File: config.mk
export PLATFORM = sky130hd
export DESIGN_NAME = down_timer
export DESIGN_NICKNAME = d
export VERILOG_FILES = /design/src/rtl/timer_pkg.sv /design/src/rtl/dec.sv /design/src/rtl/down_timer.sv
export SDC_FILE = /design/constraint.sdc
export NUM_CORES = 1
export LEC_CHECK = 0
export CAP_MARGIN = 20
export CORE_AREA = 2 2 109 111
export CTS_BUF_LIST = sky130_fd_sc_hd__clkbuf_4
export CTS_CLUSTER_DIAMETER = 30
export CTS_CLUSTER_SIZE = 14
export DETAILED_ROUTE_END_ITERATION = 8
export DIE_AREA = 0 0 111 113
export GPL_ROUTABILITY_DRIVEN = 0
export GPL_TIMING_DRIVEN = 0
export PLACE_DENSITY_LB_ADDON = 0.15
export SLEW_MARGIN = 15
export SYNTH_ARGS = -nofsm -noshare
export SYNTH_HDL_FRONTEND = slang
export SYNTH_SLANG_ARGS = --single-unit
File: constraint.sdc
create_clock -name cl -period 3.1 [get_ports cl]
set_input_delay 0.62 -clock cl [delete_from_list [all_inputs] [get_ports cl]]
set_output_delay 0.62 -clock cl [all_outputs]
set_load 0.1 [all_outputs]
File: src/rtl/timer_pkg.sv
// Shared types and constants for the countdown timer.
package timer_pkg;

  localparam int WIDTH_DEF = 32;

  typedef enum logic [1:0] {
    IDLE    = 2'b00,
    RUN     = 2'b01,
    EXPIRED = 2'b10
  } state_t;

endpackage

File: src/rtl/dec.sv
// Combinational decrementer, the counterpart of the datapath incrementer.
module dec #(
  parameter int WIDTH = 32
) (
  input  logic [WIDTH-1:0] in,
  output logic [WIDTH-1:0] out
);

  assign out = in - WIDTH'(1);

endmodule

File: src/rtl/down_timer.sv
// Programmable countdown timer: one-shot/periodic, pause/resume, registered tc pulse.
module down_timer
  import timer_pkg::*;
#(
  parameter int WIDTH = WIDTH_DEF
) (
  input  logic             cl,
  input  logic             clear,
  input  logic             load,
  input  logic [WIDTH-1:0] X,
  input  logic             start,
  input  logic             stop,
  input  logic             periodic,
  output logic [WIDTH-1:0] Y,
  output logic             running,
  output logic             tc
);

  state_t           state, state_nxt;
  logic [WIDTH-1:0] q, q_nxt, q_dec;
  logic [WIDTH-1:0] rld, rld_nxt;
  logic             tc_nxt;
  logic             q_zero, rld_zero;

  dec #(.WIDTH(WIDTH)) u_dec (.in(q), .out(q_dec));

  assign q_zero   = (q == '0);
  assign rld_zero = (rld == '0);

  always_ff @(posedge cl or negedge clear) begin
    if (!clear) begin
      state <= IDLE;
      q     <= '0;
      rld   <= '0;
      tc    <= 1'b0;
    end else begin
      state <= state_nxt;
      q     <= q_nxt;
      rld   <= rld_nxt;
      tc    <= tc_nxt;
    end
  end

  // Priority: load > stop > start > count. tc defaults low so it is a single-cycle pulse.
  always_comb begin
    state_nxt = state;
    q_nxt     = q;
    rld_nxt   = rld;
    tc_nxt    = 1'b0;
    if (!load) begin
      rld_nxt   = X;
      q_nxt     = X;
      state_nxt = IDLE;
    end else if (stop) begin
      if (state == RUN) state_nxt = IDLE;
    end else begin
      case (state)
        IDLE: begin
          if (start) begin
            if (!q_zero) begin
              state_nxt = RUN;
            end else if (!rld_zero) begin
              q_nxt     = rld;
              state_nxt = RUN;
            end else begin
              tc_nxt    = 1'b1;
              state_nxt = EXPIRED;
            end
          end
        end
        EXPIRED: begin
          if (start) begin
            if (!rld_zero) begin
              q_nxt     = rld;
              state_nxt = RUN;
            end else begin
              tc_nxt = 1'b1;
            end
          end
        end
        RUN: begin
          if (q_zero) begin
            // only reachable after a periodic terminal count
            q_nxt = rld;
          end else begin
            q_nxt = q_dec;
            if (q == WIDTH'(1)) begin
              tc_nxt    = 1'b1;
              state_nxt = (periodic && !rld_zero) ? RUN : EXPIRED;
            end
          end
        end
        default: state_nxt = IDLE;
      endcase
    end
  end

  assign Y       = q;
  assign running = (state == RUN);

endmodule

After elaboration in Yosys (flattened, before gate mapping)
Index checks and enable logic that the tools add are counted.
- flip-flop bits (word level): 67
- bits of input ports: 38
- output and inout port bits: 34
- word-level logic and storage cells: 55
- $add $sub $neg: 1
- equality and inequality tests: 14
- mux-type cells: 29
- reduce and logical (&&, ||, !) cells: 7
- operators with widths (kind ; number):
    $mux 32 ; 7
    $pmux 32 s3 ; 1
    $logic_not 32->1 ; 2
    $eq 32x1->1 const B ; 1
    $sub 32x1->32 const B ; 1
    $mux 2 ; 11
    $ne 4x4->1 const B ; 4
    $ne 3x3->1 const B ; 3
    $mux 1 ; 8
    $pmux 2 s3 ; 1
    $reduce_and 6->1 ; 1
    $reduce_and 5->1 ; 1
    $ne 4x1->1 const B ; 1
    $ne 4x3->1 const B ; 1
    $ne 3x2->1 const B ; 1
    $pmux 1 s3 ; 1
    $eq 2x1->1 const B ; 1
    $eq 2x2->1 const B ; 1
    $logic_not 2->1 ; 1
    $ne 2x2->1 const B ; 1
    $logic_and 1x1->1 ; 1
    $logic_not 1->1 ; 1

Depth between registers and ports, before layout
- word-level depth: 9
- gate-level depth with buffers: 9
- mapped depth without buffers: 8

Cells and area by module
Synthesis repeated with hierarchy kept, for this count alone.
- cell total of the unflattened synthesis: 543
- area total of the unflattened synthesis: 4501.8 µm²
- modules (own cells, without submodules) (module ; instances ; cells an instance ; area an instance (µm²) ; sequential area each (µm²)):
    down_timer ; 1 ; 450 ; 3843.7 ; 1676.6
    dec ; 1 ; 93 ; 658.1 ; 0.0

Worst setup path after synthesis
No wires, ideal clock.
- path type: register to register
- from: register q[4], in the netlist Y[4]
- to: register q[10], in the netlist Y[10]
- setup time: 126 ps
- arrival time: 2849 ps
- data required time: 2974 ps
- path slack: 125 ps
- cell stages (with the launch flop): 8
- path buffers: 2
- period minus slack after synthesis: 2975 ps
- cell sequence: dfrtp_1 -> or4_4 -> nor3_2 -> a41oi_2 -> o31a_1 -> buf_6 -> buf_6 -> a221o_1
- word-level cells in the longest chain between the ends: 5
- elaborated cells on any way between the ends: 8
- classes of those cells: 1 x add/sub; 1 x eq/ne; 4 x mux; 2 x reduce/logical
- ends and longest elaborated chain (element ; RTL line ; RTL):
    start: declaration ; down_timer.sv:20 ; logic [WIDTH-1:0] q, q_nxt, q_dec;
    start signal: assignment ; down_timer.sv:38 ; q <= q_nxt;
    $sub 32x1->32 / $logic_not 32->1 (equally long branches) ; dec.sv:9, down_timer.sv:27 ;
    $mux 32 ; down_timer.sv:82 ; if (q_zero) begin
    $pmux 32 s3 ; down_timer.sv:57 ; case (state)
    $mux 32 ; down_timer.sv:54 ; end else if (stop) begin
    $mux 32 ; down_timer.sv:50 ; if (!load) begin
Several ways; a longest one is shown, not always the timed one. The select of a mux whose other input is x is not followed.
A chain may end at the register's enable or synchronous reset.

Worst setup path after layout
- from: input load
- to: register q[30], in the netlist Y[30]
- word-level cells in the longest chain between the ends: 2
- elaborated cells on any way between the ends: 7
- classes of those cells: 5 x eq/ne; 1 x mux; 1 x reduce/logical
- ends and longest elaborated chain (element ; RTL line ; RTL):
    start: declaration ; down_timer.sv:9 ; input logic load,
    $ne 4x1->1 (no source line) (tied with other cells) ; -- ;
    $reduce_and 5->1 (no source line) ; -- ;
Several ways; a longest one is shown, not always the timed one.

==> impl_metrics.py <==
metrics = {
    "logic_synthesis": {
        "yosys.area.top_type": "dfrtp_1",
        "yosys-top-cells-count": "dfrtp_1, o21ai_0, nor2_1, nor4_1",
        "synth_edf_count": 0,
        "synthArstFlopShare_pct": 100,
        "ys_top_cells_by_area": "dfrtp_1, o21ai_0, mux2_2",
        "synth_top_area_share_pct": 42.8,
        "yosys_warnings": 0,
        "mappedNetlistArea_mm2": 0.00392,
        "synthFlopType": "dfrtp_1",
        "syn-num-nets": 451,
        "synth-seq-cells": 67,
        "synth.avg_cell_area_um2": 9.56,
        "synth_cells": 410,
        "seq_area_frac_synth_pct": 42.8,
        "ys_types": 51,
        "yosysMostFrequentCell": "dfrtp_1",
    },
    "power": {
        "p_comb_share_pct": 37.0,
        "swShare_pct": 43.7,
        "finalPower_mw": 2.49,
        "p_per_area_mw_per_mm2": 502,
        "seq_power_share_pct": 43.9,
        "clkPwrFrac_pct": 19.1,
        "p_int_mw": 1.40,
        "power.leakage_nw": 1.91,
        "p_sw_mw": 1.09,
        "peakVddDrop_uv": 232,
    },
    "final_layout": {
        "n_fill_cell": 1101,
        "area_growth_pct": 26.7,
        "utilization_pct": 44.1,
        "finalNonFillerCells": 643,
        "seq_area_mm2": 0.00168,
        "drive_gt1_share_pct": 12.2,
        "multi_input_area_mm2": 0.00210,
        "stdcell_area_mm2": 0.00497,
        "fin_nets": 536,
    },
    "timing": {
        "whs_ns": 0.104,
        "post-route-period-util_pct": 95.3,
        "fin_worst_skew_ns": 0.0150,
        "timing.final.ws_setup_ns": 0.146,
        "worstMarginPinSlew_ns": 0.977,
        "fmax_ghz": 0.338,
        "period_minus_slack_ns": 2.95,
        "maxSlewViolCount": 0,
        "setup_viol": 0,
        "rsz0062_at_grt": "no",
        "setup_tns_ns": 0,
        "finalHoldViolCount": 0,
        "maxSlewHeadroom_pct": 34.6,
    },
    "detailed_routing": {
        "dr_total_vias": 3922,
        "drc": 0,
        "drt-initial-drc-count": 336,
        "drt-pass1-iter-count": 6,
        "vias_per_cell": 6.10,
        "routed_wl_um": 13800,
        "wl_per_cell_um": 21.5,
        "ant_nets": 0,
    },
    "worst_setup_path": {
        "cp-start-kind": "input port",
        "reg2regPathDepth": 7,
        "cp_common_cell": "buf_1",
        "cp_num_cells": 6,
        "critical-path-top-delay-family": "buffers and inverters",
        "crit_buf_inv": 4,
        "cpPeakStageDelay_ns": 0.65,
        "cp_cell_sequence": "clkdlybuf4s50_1 > buf_1 > buf_1 > clkbuf_1 > o21ai_0 > o2bb2ai_1",
        "crit_fanout": 10,
        "cp_slowest_cell": "clkbuf_1",
        "cp.required_ns": 3.46,
        "arrival_ns": 3.31,
        "path_class": "in -> reg",
        "critPathCaptureType": "register",
    },
    "min_path": {
        "hold_path_class": "in -> async",
    },
    "grt": {
        "grt_overflow_total": 0,
        "grt_max_degree": 41,
        "antenna_found_initial": 1,
        "grt_pass1_vias": 3816,
        "grt_first_pass_wirelength_um": 21500,
        "track_usage_pct": 22.2,
    },
    "floorplan": {
        "coreArea_mm2": 0.0113,
        "io_pins": 72,
        "rows": 39,
        "start_util_pct": 34.8,
        "die-area_mm2": 0.0125,
        "die_y_um": 113,
        "die_w_um": 111,
    },
    "cts": {
        "cts.path.max_buffers": 2,
        "cts-root-buf": "clkbuf_4",
        "clk_pin_slew_ns": 0.12,
        "postCtsHoldBufs": 0,
        "clk_latency_ns": 0.43,
        "numCtsBuffers": 9,
        "cts_tree": "done",
        "cts.sinks": 67,
        "h-tree-depth": 3,
    },
    "placement": {
        "dpl.cell_count": 625,
        "post_dp_cell_area_mm2": 0.00483,
        "port_buffers": 71,
        "place_ws_ns": -0.428,
        "hpwlAfterDp_um": 9760,
    },
    "run": {
        "max-cap-violations": 0,
    },
    "status": {
        "status": "finished, final reports clean",
    },
}
==> routing by layer <==
layer | vias to the layer above | share of wire [%] | GRT usage (%)
li1 | 1752 | - | -
met1 | 1941 | 45 | 31.3
met2 | 202 | 45 | 34.0
met4 | 0 | 2.0 | 7.33
met3 | 27 | 8.8 | 4.98
met5 | - | 0 | 0
==> sequential cells by signal (all words and copies together) (netlist names) <==
register,count
rld,32
tc,1
state,2
Y,32
==> cells by family after synthesis <==
| family | after synthesis | share of synthesized area [%] |
|---|---|---|
| compound gates | 137 | 24.7 |
| xor+xnor | 8 | 1.79 |
| simple gates | 138 | 20.0 |
| flops | 67 | 42.8 |
| fa+ha+maj | 3 | 0.958 |
| mux | 20 | 5.62 |
| buf+inv | 37 | 4.21 |
==> final timing paths <==
check | slack, ns | startpoint | endpoint
min reg2reg | 0.52 | rld[7]$_DFFE_PN0N_ | rld[7]$_DFFE_PN0N_
min | 0.10 | clear | tc$_DFF_PN0_
min in group cl | 0.52 | rld[7]$_DFFE_PN0N_ | rld[7]$_DFFE_PN0N_
max reg2reg | 0.18 | Y[23]$_DFFE_PN0P_ | Y[5]$_DFFE_PN0P_
max in group asynchronous | 2.44 | clear | rld[1]$_DFFE_PN0N_
max | 0.15 | load | Y[30]$_DFFE_PN0P_
==> layout make-up <==
| class | count | share of cell area, % |
|---|---|---|
| Inverter | 8 | 0.605 |
| Buffer | 28 | 2.67 |
| Sequential cell | 67 | 33.8 |
| Clock inverter | 5 | 0.428 |
| Clock buffer | 10 | 1.51 |
| Tap cell | 143 | 3.60 |
| Multi-Input combinational cell | 306 | 42.4 |
| Antenna cell | 1 | 0.0504 |
| Timing Repair Buffer | 75 | 15.0 |
==> what timing repair did <==
| action | 4_1_cts | 5_1_grt |
|---|---|---|
| pin swaps | 1 | 0 |
| endpoints found under the setup margin | 25 | 38 |
| setup buffers | 3 | 0 |
| gates resized for setup | 1 | 7 |
==> cells in the final DEF, fill, tap and decap left out, types with 7 or more instances in the layout <==
master,count
clkdlybuf4s50_1,69
dfrtp_1,67
o21ai_0,49
nor2_1,28
nor4_1,21
nor3_1,16
mux2_2,16
nand2_1,15
a221o_1,15
nor2b_1,15
a21o_1,15
o2bb2ai_1,14
clkbuf_1,13
clkbuf_4,10
a21oi_1,9
buf_2,9
nand4_1,8
o31ai_1,8
inv_1,7
or3_1,7
a211oi_1,7
==> power groups by stage <==
stage	Sequential [mW]	Clock, mW	Combinational [mW]
2_1_floorplan	1.46	0	0.260
3_3_place_gp	1.10	0	0.908
3_5_place_dp	1.10	0	0.915
4_1_cts	1.09	0.487	0.917
5_1_grt	1.11	0.526	0.968
6_report	1.09	0.477	0.922
Note: power is estimated with default switching activity, not from simulation.
